File: config.mk
export PLATFORM = sky130hd
export DESIGN_NAME = hazard_unit_mw
export DESIGN_NICKNAME = d
export VERILOG_FILES = /design/src/rtl/hazard_pkg.sv /design/src/rtl/hazard_lane_cmp.sv /design/src/rtl/hazard_unit_mw.sv
export SDC_FILE = /design/constraint.sdc
export NUM_CORES = 1
export LEC_CHECK = 0
export ABC_CLOCK_PERIOD_IN_PS = 4250
export CAP_MARGIN = 20
export CORE_ASPECT_RATIO = 1.2
export CORE_MARGIN = 2
export CORE_UTILIZATION = 40
export CTS_CLUSTER_SIZE = 14
export DETAILED_ROUTE_END_ITERATION = 7
export GPL_TIMING_DRIVEN = 0
export PLACE_DENSITY = 0.75
export SYNTH_ARGS = -nofsm -noshare
export SYNTH_HDL_FRONTEND = slang
export SYNTH_SLANG_ARGS = --single-unit
export TNS_END_PERCENT = 20
File: constraint.sdc
create_clock -name clk -period 4.25 [get_ports clk]
set_input_delay 1.0625 -clock clk [delete_from_list [all_inputs] [get_ports clk]]
set_output_delay 1.0625 -clock clk [all_outputs]
set_load 0.02 [all_outputs]
File: src/rtl/hazard_pkg.sv
// hazard_pkg
// Shared definitions for the multi-issue hazard unit:
//   hazard_state_t  - sequencer states (RUN, LU_STALL, FLUSH, FREEZE)
//   REG_ZERO        - the hardwired-zero register index
//   *_MIN / *_MAX   - supported parameter ranges
//   SEQ_CNT_W       - width of the bubble/flush sequencing counter
//   lane_lsb()      - low bit of lane N in a packed per-lane bus
package hazard_pkg;

  typedef enum logic [1:0] {
    RUN      = 2'd0,
    LU_STALL = 2'd1,
    FLUSH    = 2'd2,
    FREEZE   = 2'd3
  } hazard_state_t;

  localparam int REG_ZERO = 0;

  localparam int ISSUE_WIDTH_MIN = 1;
  localparam int ISSUE_WIDTH_MAX = 4;
  localparam int LOAD_USE_MIN    = 1;
  localparam int LOAD_USE_MAX    = 3;
  localparam int FLUSH_MIN       = 1;
  localparam int FLUSH_MAX       = 2;

  // Large enough to hold LOAD_USE_MAX-1 and FLUSH_MAX-1
  localparam int SEQ_CNT_W = 2;

  function automatic int lane_lsb(input int lane, input int width);
    return lane * width;
  endfunction

endpackage

File: src/rtl/hazard_lane_cmp.sv
// hazard_lane_cmp
// Combinational check of one source pair against one destination register.
// Ports:
//   rs, rt  - source register indices of the consuming instruction
//   dst     - destination register index of the producing instruction
//   match   - high when dst is non-zero and equals rs or rt
module hazard_lane_cmp
  import hazard_pkg::*;
#(
  parameter int REG_W = 5
) (
  input  logic [REG_W-1:0] rs,
  input  logic [REG_W-1:0] rt,
  input  logic [REG_W-1:0] dst,
  output logic             match
);

  // Writes to x0 are discarded by the register file, so they never conflict
  assign match = (dst != REG_W'(REG_ZERO)) && ((rs == dst) || (rt == dst));

endmodule

File: src/rtl/hazard_unit_mw.sv
// hazard_unit_mw
// Multi-issue hazard unit between IF/ID and ID/EX. Decides per cycle which
// IF/ID lanes enter ID/EX, inserts load-use bubbles, splits bundles with
// intra-bundle RAW dependencies, sequences IF flushes and freezes the front
// end while data memory is busy.
// Ports:
//   clk, reset                - clock, synchronous active-high reset
//   id_ex_mem_read            - per-lane load flag in ID/EX
//   id_ex_destination_reg     - packed ID/EX destination registers
//   if_id_valid               - per-lane valid in IF/ID
//   if_id_rs, if_id_rt        - packed IF/ID source registers
//   if_id_rd, if_id_reg_write - packed IF/ID destinations and write enables
//   branch_taken, jump        - redirect request
//   mem_busy                  - data memory not ready
//   Data_Hazard               - hold PC and IF/ID, bubble unissued lanes
//   IF_Flush                  - squash IF/ID
//   pc_write_en               - PC may update
//   issue_mask                - lanes moving into ID/EX this cycle
//   stall_cycles              - saturating count of Data_Hazard cycles
module hazard_unit_mw
  import hazard_pkg::*;
#(
  parameter int ISSUE_WIDTH     = 2,
  parameter int REG_W           = 5,
  parameter int LOAD_USE_CYCLES = 1,
  parameter int FLUSH_CYCLES    = 1,
  parameter int CNT_W           = 16
) (
  input  logic                         clk,
  input  logic                         reset,
  input  logic [ISSUE_WIDTH-1:0]       id_ex_mem_read,
  input  logic [ISSUE_WIDTH*REG_W-1:0] id_ex_destination_reg,
  input  logic [ISSUE_WIDTH-1:0]       if_id_valid,
  input  logic [ISSUE_WIDTH*REG_W-1:0] if_id_rs,
  input  logic [ISSUE_WIDTH*REG_W-1:0] if_id_rt,
  input  logic [ISSUE_WIDTH*REG_W-1:0] if_id_rd,
  input  logic [ISSUE_WIDTH-1:0]       if_id_reg_write,
  input  logic                         branch_taken,
  input  logic                         jump,
  input  logic                         mem_busy,
  output logic                         Data_Hazard,
  output logic                         IF_Flush,
  output logic                         pc_write_en,
  output logic [ISSUE_WIDTH-1:0]       issue_mask,
  output logic [CNT_W-1:0]             stall_cycles
);

  // Out-of-range sequencing lengths are clamped into the supported range
  localparam int LU_LEN = (LOAD_USE_CYCLES < LOAD_USE_MIN) ? LOAD_USE_MIN :
                          (LOAD_USE_CYCLES > LOAD_USE_MAX) ? LOAD_USE_MAX : LOAD_USE_CYCLES;
  localparam int FL_LEN = (FLUSH_CYCLES < FLUSH_MIN) ? FLUSH_MIN :
                          (FLUSH_CYCLES > FLUSH_MAX) ? FLUSH_MAX : FLUSH_CYCLES;
  localparam int NPAIR  = ISSUE_WIDTH * ISSUE_WIDTH;

  hazard_state_t          state;
  logic [SEQ_CNT_W-1:0]   cnt;
  logic [ISSUE_WIDTH-1:0] issued_mask;
  logic [CNT_W-1:0]       stall_cnt;

  logic [ISSUE_WIDTH-1:0] pending;
  logic [NPAIR-1:0]       lu_match;
  logic [NPAIR-1:0]       raw_match;
  logic [ISSUE_WIDTH-1:0] raw_dep;
  logic [ISSUE_WIDTH-1:0] split_mask;
  logic                   lu_hit;
  logic                   split_hit;
  logic                   redirect;

  assign redirect = branch_taken | jump;
  assign pending  = if_id_valid & ~issued_mask;

  // Comparator matrix: pair index is consumer*ISSUE_WIDTH + producer.
  // The RAW matrix is built in full; only producer < consumer is used below.
  for (genvar i = 0; i < ISSUE_WIDTH; i++) begin : g_src
    for (genvar j = 0; j < ISSUE_WIDTH; j++) begin : g_dst
      hazard_lane_cmp #(.REG_W(REG_W)) u_lu_cmp (
        .rs    (if_id_rs[lane_lsb(i, REG_W) +: REG_W]),
        .rt    (if_id_rt[lane_lsb(i, REG_W) +: REG_W]),
        .dst   (id_ex_destination_reg[lane_lsb(j, REG_W) +: REG_W]),
        .match (lu_match[i*ISSUE_WIDTH+j])
      );
      hazard_lane_cmp #(.REG_W(REG_W)) u_raw_cmp (
        .rs    (if_id_rs[lane_lsb(i, REG_W) +: REG_W]),
        .rt    (if_id_rt[lane_lsb(i, REG_W) +: REG_W]),
        .dst   (if_id_rd[lane_lsb(j, REG_W) +: REG_W]),
        .match (raw_match[i*ISSUE_WIDTH+j])
      );
    end
  end

  // Hazard detection over unissued lanes: any load-use pair, and the lowest
  // lane that reads a register written by an older lane of the same bundle.
  // Everything below that lane may issue now; the rest waits.
  always_comb begin
    lu_hit     = 1'b0;
    split_hit  = 1'b0;
    split_mask = '0;
    raw_dep    = '0;
    for (int i = 0; i < ISSUE_WIDTH; i++) begin
      for (int j = 0; j < ISSUE_WIDTH; j++) begin
        if (pending[i] && id_ex_mem_read[j] && lu_match[i*ISSUE_WIDTH+j])
          lu_hit = 1'b1;
        if ((j < i) && pending[j] && if_id_reg_write[j] && raw_match[i*ISSUE_WIDTH+j])
          raw_dep[i] = 1'b1;
      end
    end
    for (int k = 0; k < ISSUE_WIDTH; k++) begin
      if (!split_hit && pending[k] && raw_dep[k]) begin
        split_hit = 1'b1;
        for (int j = 0; j < ISSUE_WIDTH; j++)
          if (j < k) split_mask[j] = pending[j];
      end
    end
  end

  // Output decode: reset forces the idle pattern, a redirect overrides any
  // state, otherwise the state and the RUN-time priority chain decide.
  always_comb begin
    Data_Hazard = 1'b0;
    IF_Flush    = 1'b0;
    pc_write_en = 1'b1;
    issue_mask  = '0;
    if (reset) begin
      Data_Hazard = 1'b0;
    end else if (redirect) begin
      IF_Flush = 1'b1;
    end else begin
      case (state)
        RUN: begin
          if (mem_busy || lu_hit) begin
            Data_Hazard = 1'b1;
            pc_write_en = 1'b0;
          end else if (split_hit) begin
            Data_Hazard = 1'b1;
            pc_write_en = 1'b0;
            issue_mask  = split_mask;
          end else begin
            issue_mask = pending;
          end
        end
        LU_STALL, FREEZE: begin
          Data_Hazard = 1'b1;
          pc_write_en = 1'b0;
        end
        FLUSH: begin
          IF_Flush = 1'b1;
        end
        default: begin
          Data_Hazard = 1'b0;
        end
      endcase
    end
  end

  assign stall_cycles = reset ? '0 : stall_cnt;

  // Sequencer state, bubble/flush counter, issued-lane tracking and the
  // saturating stall counter. LU_STALL holds its count while memory is busy
  // so the bubble count is extended rather than consumed.
  always_ff @(posedge clk) begin
    if (reset) begin
      state       <= RUN;
      cnt         <= '0;
      issued_mask <= '0;
      stall_cnt   <= '0;
    end else begin
      if (Data_Hazard && (stall_cnt != '1))
        stall_cnt <= stall_cnt + CNT_W'(1);
      if (redirect) begin
        issued_mask <= '0;
        if (FL_LEN > 1) begin
          state <= FLUSH;
          cnt   <= SEQ_CNT_W'(FL_LEN - 1);
        end else begin
          state <= RUN;
          cnt   <= '0;
        end
      end else begin
        case (state)
          RUN: begin
            if (mem_busy) begin
              state <= FREEZE;
            end else if (lu_hit) begin
              if (LU_LEN > 1) begin
                state <= LU_STALL;
                cnt   <= SEQ_CNT_W'(LU_LEN - 1);
              end
            end else if (split_hit) begin
              issued_mask <= issued_mask | split_mask;
            end else begin
              issued_mask <= '0;
            end
          end
          LU_STALL: begin
            if (!mem_busy) begin
              if (cnt == SEQ_CNT_W'(1)) state <= RUN;
              cnt <= cnt - SEQ_CNT_W'(1);
            end
          end
          FLUSH: begin
            if (cnt == SEQ_CNT_W'(1)) state <= RUN;
            cnt <= cnt - SEQ_CNT_W'(1);
          end
          FREEZE: begin
            if (!mem_busy) state <= RUN;
          end
          default: begin
            state <= RUN;
          end
        endcase
      end
    end
  end

endmodule

==> run_results.csv <==
group,metric,value,unit
cts,tritoncts,"built",
setup_path,worstPathMaxFanout,10,
placed_design,placed_area,2410,µm²
yosys,synth-compound-area-share,0.0858,
timing,min_period_over_period,0.989,
timing,setup_repair_after_global_routing_missed_its_margin,"yes",
worst_hold_path,hold_path_class,"flip-flop to flip-flop",
yosys,yosysWarningCount,0,
cts,clockRootBuffer,"sky130_fd_sc_hd__clkbuf_8",
setup_path,worst-endpoint-required,3.19,ns
yosys,synth_simple_gate_area_share,0.310,
yosys,synth_xor_xnor_area_share,0.244,
finish,layout-drive-gt1-share,0.132,
cts,total_cts_buffers,3,
yosys,post_synthesis_mux_area_share,0.0795,
global_routing,globalRoute.totalOverflow,0,
setup_path,crit-reg2reg-launch,"stall_cnt[0]",
yosys,synthCells,227,
floorplan,starting_density_of_the_core,0.418,
global_routing,grt_pass1_wl,7650,µm
power,power_leakage,0.872,nW
worst_hold_path,holdCritStartpoint,"stall_cnt[15]",
yosys,yosysUniqueCellTypes,44,
timing,slew_violations,0,
finish,post_route_cell_area,2470,µm²
yosys,synth_adder_area_share,0.00697,
yosys,synth_top_family_by_area,"simple AND/OR/NAND/NOR gates",
finish,postLayoutCoreUtil,0.575,
timing,report.final.hold_viol_count,0,
global_routing,number_of_global_route_vias_before_repair,1632,
setup_path,crit_path_end_kind,"primary output",
power,power_per_cell_area,188,nW/µm²
placed_design,port_buffers,55,
floorplan,io_pins,72,
cts,clk_path_buf_depth,2,
setup_path,critPathLaunchType,"primary input",
yosys,ys_ff_latch,18,
timing,worst_slew_pin_slew,0.542,ns
yosys,synth_area,1790,µm²
yosys,leading_cell_types_by_total_area_after_synthesis,"sky130_fd_sc_hd__dfxtp_1, sky130_fd_sc_hd__xnor2_1, sky130_fd_sc_hd__xor2_1",
setup_path,critical_path_class,"primary input to primary output",
setup_path,path_cells,"clkdlybuf4s50_1 > clkbuf_1 > clkbuf_2 > clkbuf_2 > nor2b_1 > clkdlybuf4s50_1",
route,detailedRoute.firstPassIterationCount,5,
route,route.detailed.drc,0,
placed_design,finalWeightedCongestion,0.899,
finish,syn2layout_area_growth,37.5,%
timing,setup_viol,0,
floorplan,fp.dieW,65.1,µm
route,drt-vias-per-instance,5.29,
setup_path,cpPeakStageDelay,0.56,ns
timing,relSlewSlack,0.636,
global_routing,global_route.usage.total,0.188,
yosys,synth_top_area_cell,"sky130_fd_sc_hd__dfxtp_1",
yosys,mappedNetlistNets,279,
status,status,"complete, no violations",
yosys,synth_ff_type,"sky130_fd_sc_hd__dfxtp_1",
setup_path,crit_start,"reset",
setup_path,timing.critical_path.slowest_stage_cell,"sky130_fd_sc_hd__clkdlybuf4s50_1",
finish,antenna_cells,0,
floorplan,die_h,77.4,µm
floorplan,design.die.area,5040,µm²
yosys,synth_seq_area_share,0.201,
global_routing,grt_start_max_net_pins,11,
floorplan,core,4290,µm²
floorplan,floorplan.rows,26,
finish,num-nets-final,340,
route,finalWirelength,4760,µm
setup_path,critical_path_arrival,3.14,ns
timing,finalHoldWorstSlack,0.505,ns
yosys,synthArstFlopShare,0,
flow_run,drv.max_cap_violation_count,0,
cts,cts.reportedPaths.clkPinSlew,0.07,ns
global_routing,initial_antenna_violation_count,0,
route,vias,1813,
timing,min_period,4.20,ns
cts,h_tree_depth,1,
yosys,synth_enable_flop_cells,0,
route,iteration_0_drc_count_of_the_detailed_router,101,
cts,worst_skew_pair.late_latency,0.26,ns
timing,fin_skew,0.00303,ns
placed_design,dp.final_hpwl,3750,µm
route,routed_wire_length_per_instance,13.9,µm
route,drtAntennaViolNets,0,
cts,clock_sinks,18,
yosys,postSynthAreaPerCell,7.90,µm²
yosys,synth_top_area_share,0.201,
power,irDropWorstVdd,0.198,mV
timing,clock.fmax,238,MHz
repair_timing:
| item | 4_1_cts | 5_1_grt |
|---|---|---|
| gates resized for setup | 6 | 8 |
| setup endpoints to repair | 7 | 7 |
| setup buffers | 0 | 1 |
| hold buffers | 0 | 0 |
metrics by stage:
| stage | power (mW) | TNS [ns] | std cells | setup slack (ns) |
|---|---|---|---|---|
| after floorplan | 0.262 | 0 | 227 | 0.281 |
| after detailed placement | 0.323 | -1.87 | 338 | -0.415 |
| after CTS | 0.465 | -0.236 | 342 | -0.140 |
| after global routing | 0.487 | -0.108 | 343 | -0.0571 |
| after global placement | 0.322 | -1.96 | 338 | -0.420 |
| final | 0.465 | 0 | 343 | 0.0475 |
report_power, final:
| group | switching (mW) | leakage [nW] | total [mW] | internal (mW) |
|---|---|---|---|---|
| sequential | 0.00111 | 0.145 | 0.171 | 0.170 |
| combinational | 0.0696 | 0.698 | 0.150 | 0.0807 |
| clock | 0.0612 | 0.0288 | 0.144 | 0.0825 |
| total | 0.132 | 0.872 | 0.465 | 0.333 |
registers in the layout, summed over array words and instances (netlist names):
name	flops
stall_cnt	16
issued_mask	1
state	1
layer usage:
| metal | track usage | wire [µm] |
|---|---|---|
| met5 | 0 | 0 |
| met2 | 0.335 | 2280 |
| met3 | 0.0319 | 323 |
| met4 | 0.0521 | 76 |
| met1 | 0.231 | 2080 |
layout make-up:
type | count | area (µm²)
buffer | 15 | 111
clock buffer | 4 | 55.1
fill | 408 | 1830
inverter | 6 | 22.5
multi-input combinational | 188 | 1310
sequential | 18 | 360
tap | 56 | 70.1
timing repair buffer | 56 | 543
worst max-delay path: cells and delay by family:
family,cells,cell delay (ns)
buffers and inverters,5,2.01
and+or+nand+nor,1,0.07
placed cells by master (no fill, tap or decap), drive strengths merged, types with 2 or more instances in the layout:
| cell | n |
|---|---|
| clkdlybuf4s50 | 51 |
| xnor2 | 32 |
| nor2 | 24 |
| xor2 | 18 |
| dfxtp | 18 |
| nand3 | 16 |
| nor3 | 15 |
| nor2b | 14 |
| clkbuf | 14 |
| mux2 | 12 |
| nand4 | 8 |
| o21ai | 8 |
| buf | 8 |
| nand2 | 7 |
| inv | 6 |
| and3 | 5 |
| or3 | 5 |
| nor3b | 3 |
| a21oi | 3 |
| or4 | 3 |
| o22ai | 2 |
| o31ai | 2 |
kinds of logic after synthesis:
kind of cell,after synthesis
and+or+nand+nor,103
xor gates and xnor gates,50
AOI/OAI and AO/OA,22
buffers and inverters,21
DFF,18
muxes,12
adders and majority gates,1
cells in the mapped netlist (2+ instances only):
library cell                n
sky130_fd_sc_hd__buf_4      2
sky130_fd_sc_hd__and3_1     5
sky130_fd_sc_hd__o21ai_0    6
sky130_fd_sc_hd__a21oi_1    3
sky130_fd_sc_hd__dfxtp_1   18
sky130_fd_sc_hd__buf_1      2
sky130_fd_sc_hd__mux2_2     9
sky130_fd_sc_hd__nand2_1    7
sky130_fd_sc_hd__nand4_1    8
sky130_fd_sc_hd__mux2_4     2
sky130_fd_sc_hd__nor2_1    24
sky130_fd_sc_hd__o22ai_1    2
sky130_fd_sc_hd__nand3_1   16
sky130_fd_sc_hd__or3_1      3
sky130_fd_sc_hd__clkbuf_1   7
sky130_fd_sc_hd__nor2b_1   14
sky130_fd_sc_hd__xor2_1    18
sky130_fd_sc_hd__xnor2_1   32
sky130_fd_sc_hd__or3_2      2
sky130_fd_sc_hd__nor3_1    13
sky130_fd_sc_hd__buf_6      2
sky130_fd_sc_hd__nor3b_1    3
sky130_fd_sc_hd__inv_1      6
sky130_fd_sc_hd__nor3_2     2
sky130_fd_sc_hd__o31ai_1    2
path summary, 6_finish.rpt:
check | slack (ns) | cells past startpoint | to
setup reg to reg | 2.16 | 7 | stall_cnt[7]
setup / recovery | 0.05 | 6 | stall_cycles[4]
hold / removal | 0.50 | 1 | stall_cnt[15]
hold reg to reg | 0.50 | 1 | stall_cnt[15]
Power figures use the tool's default switching activity.
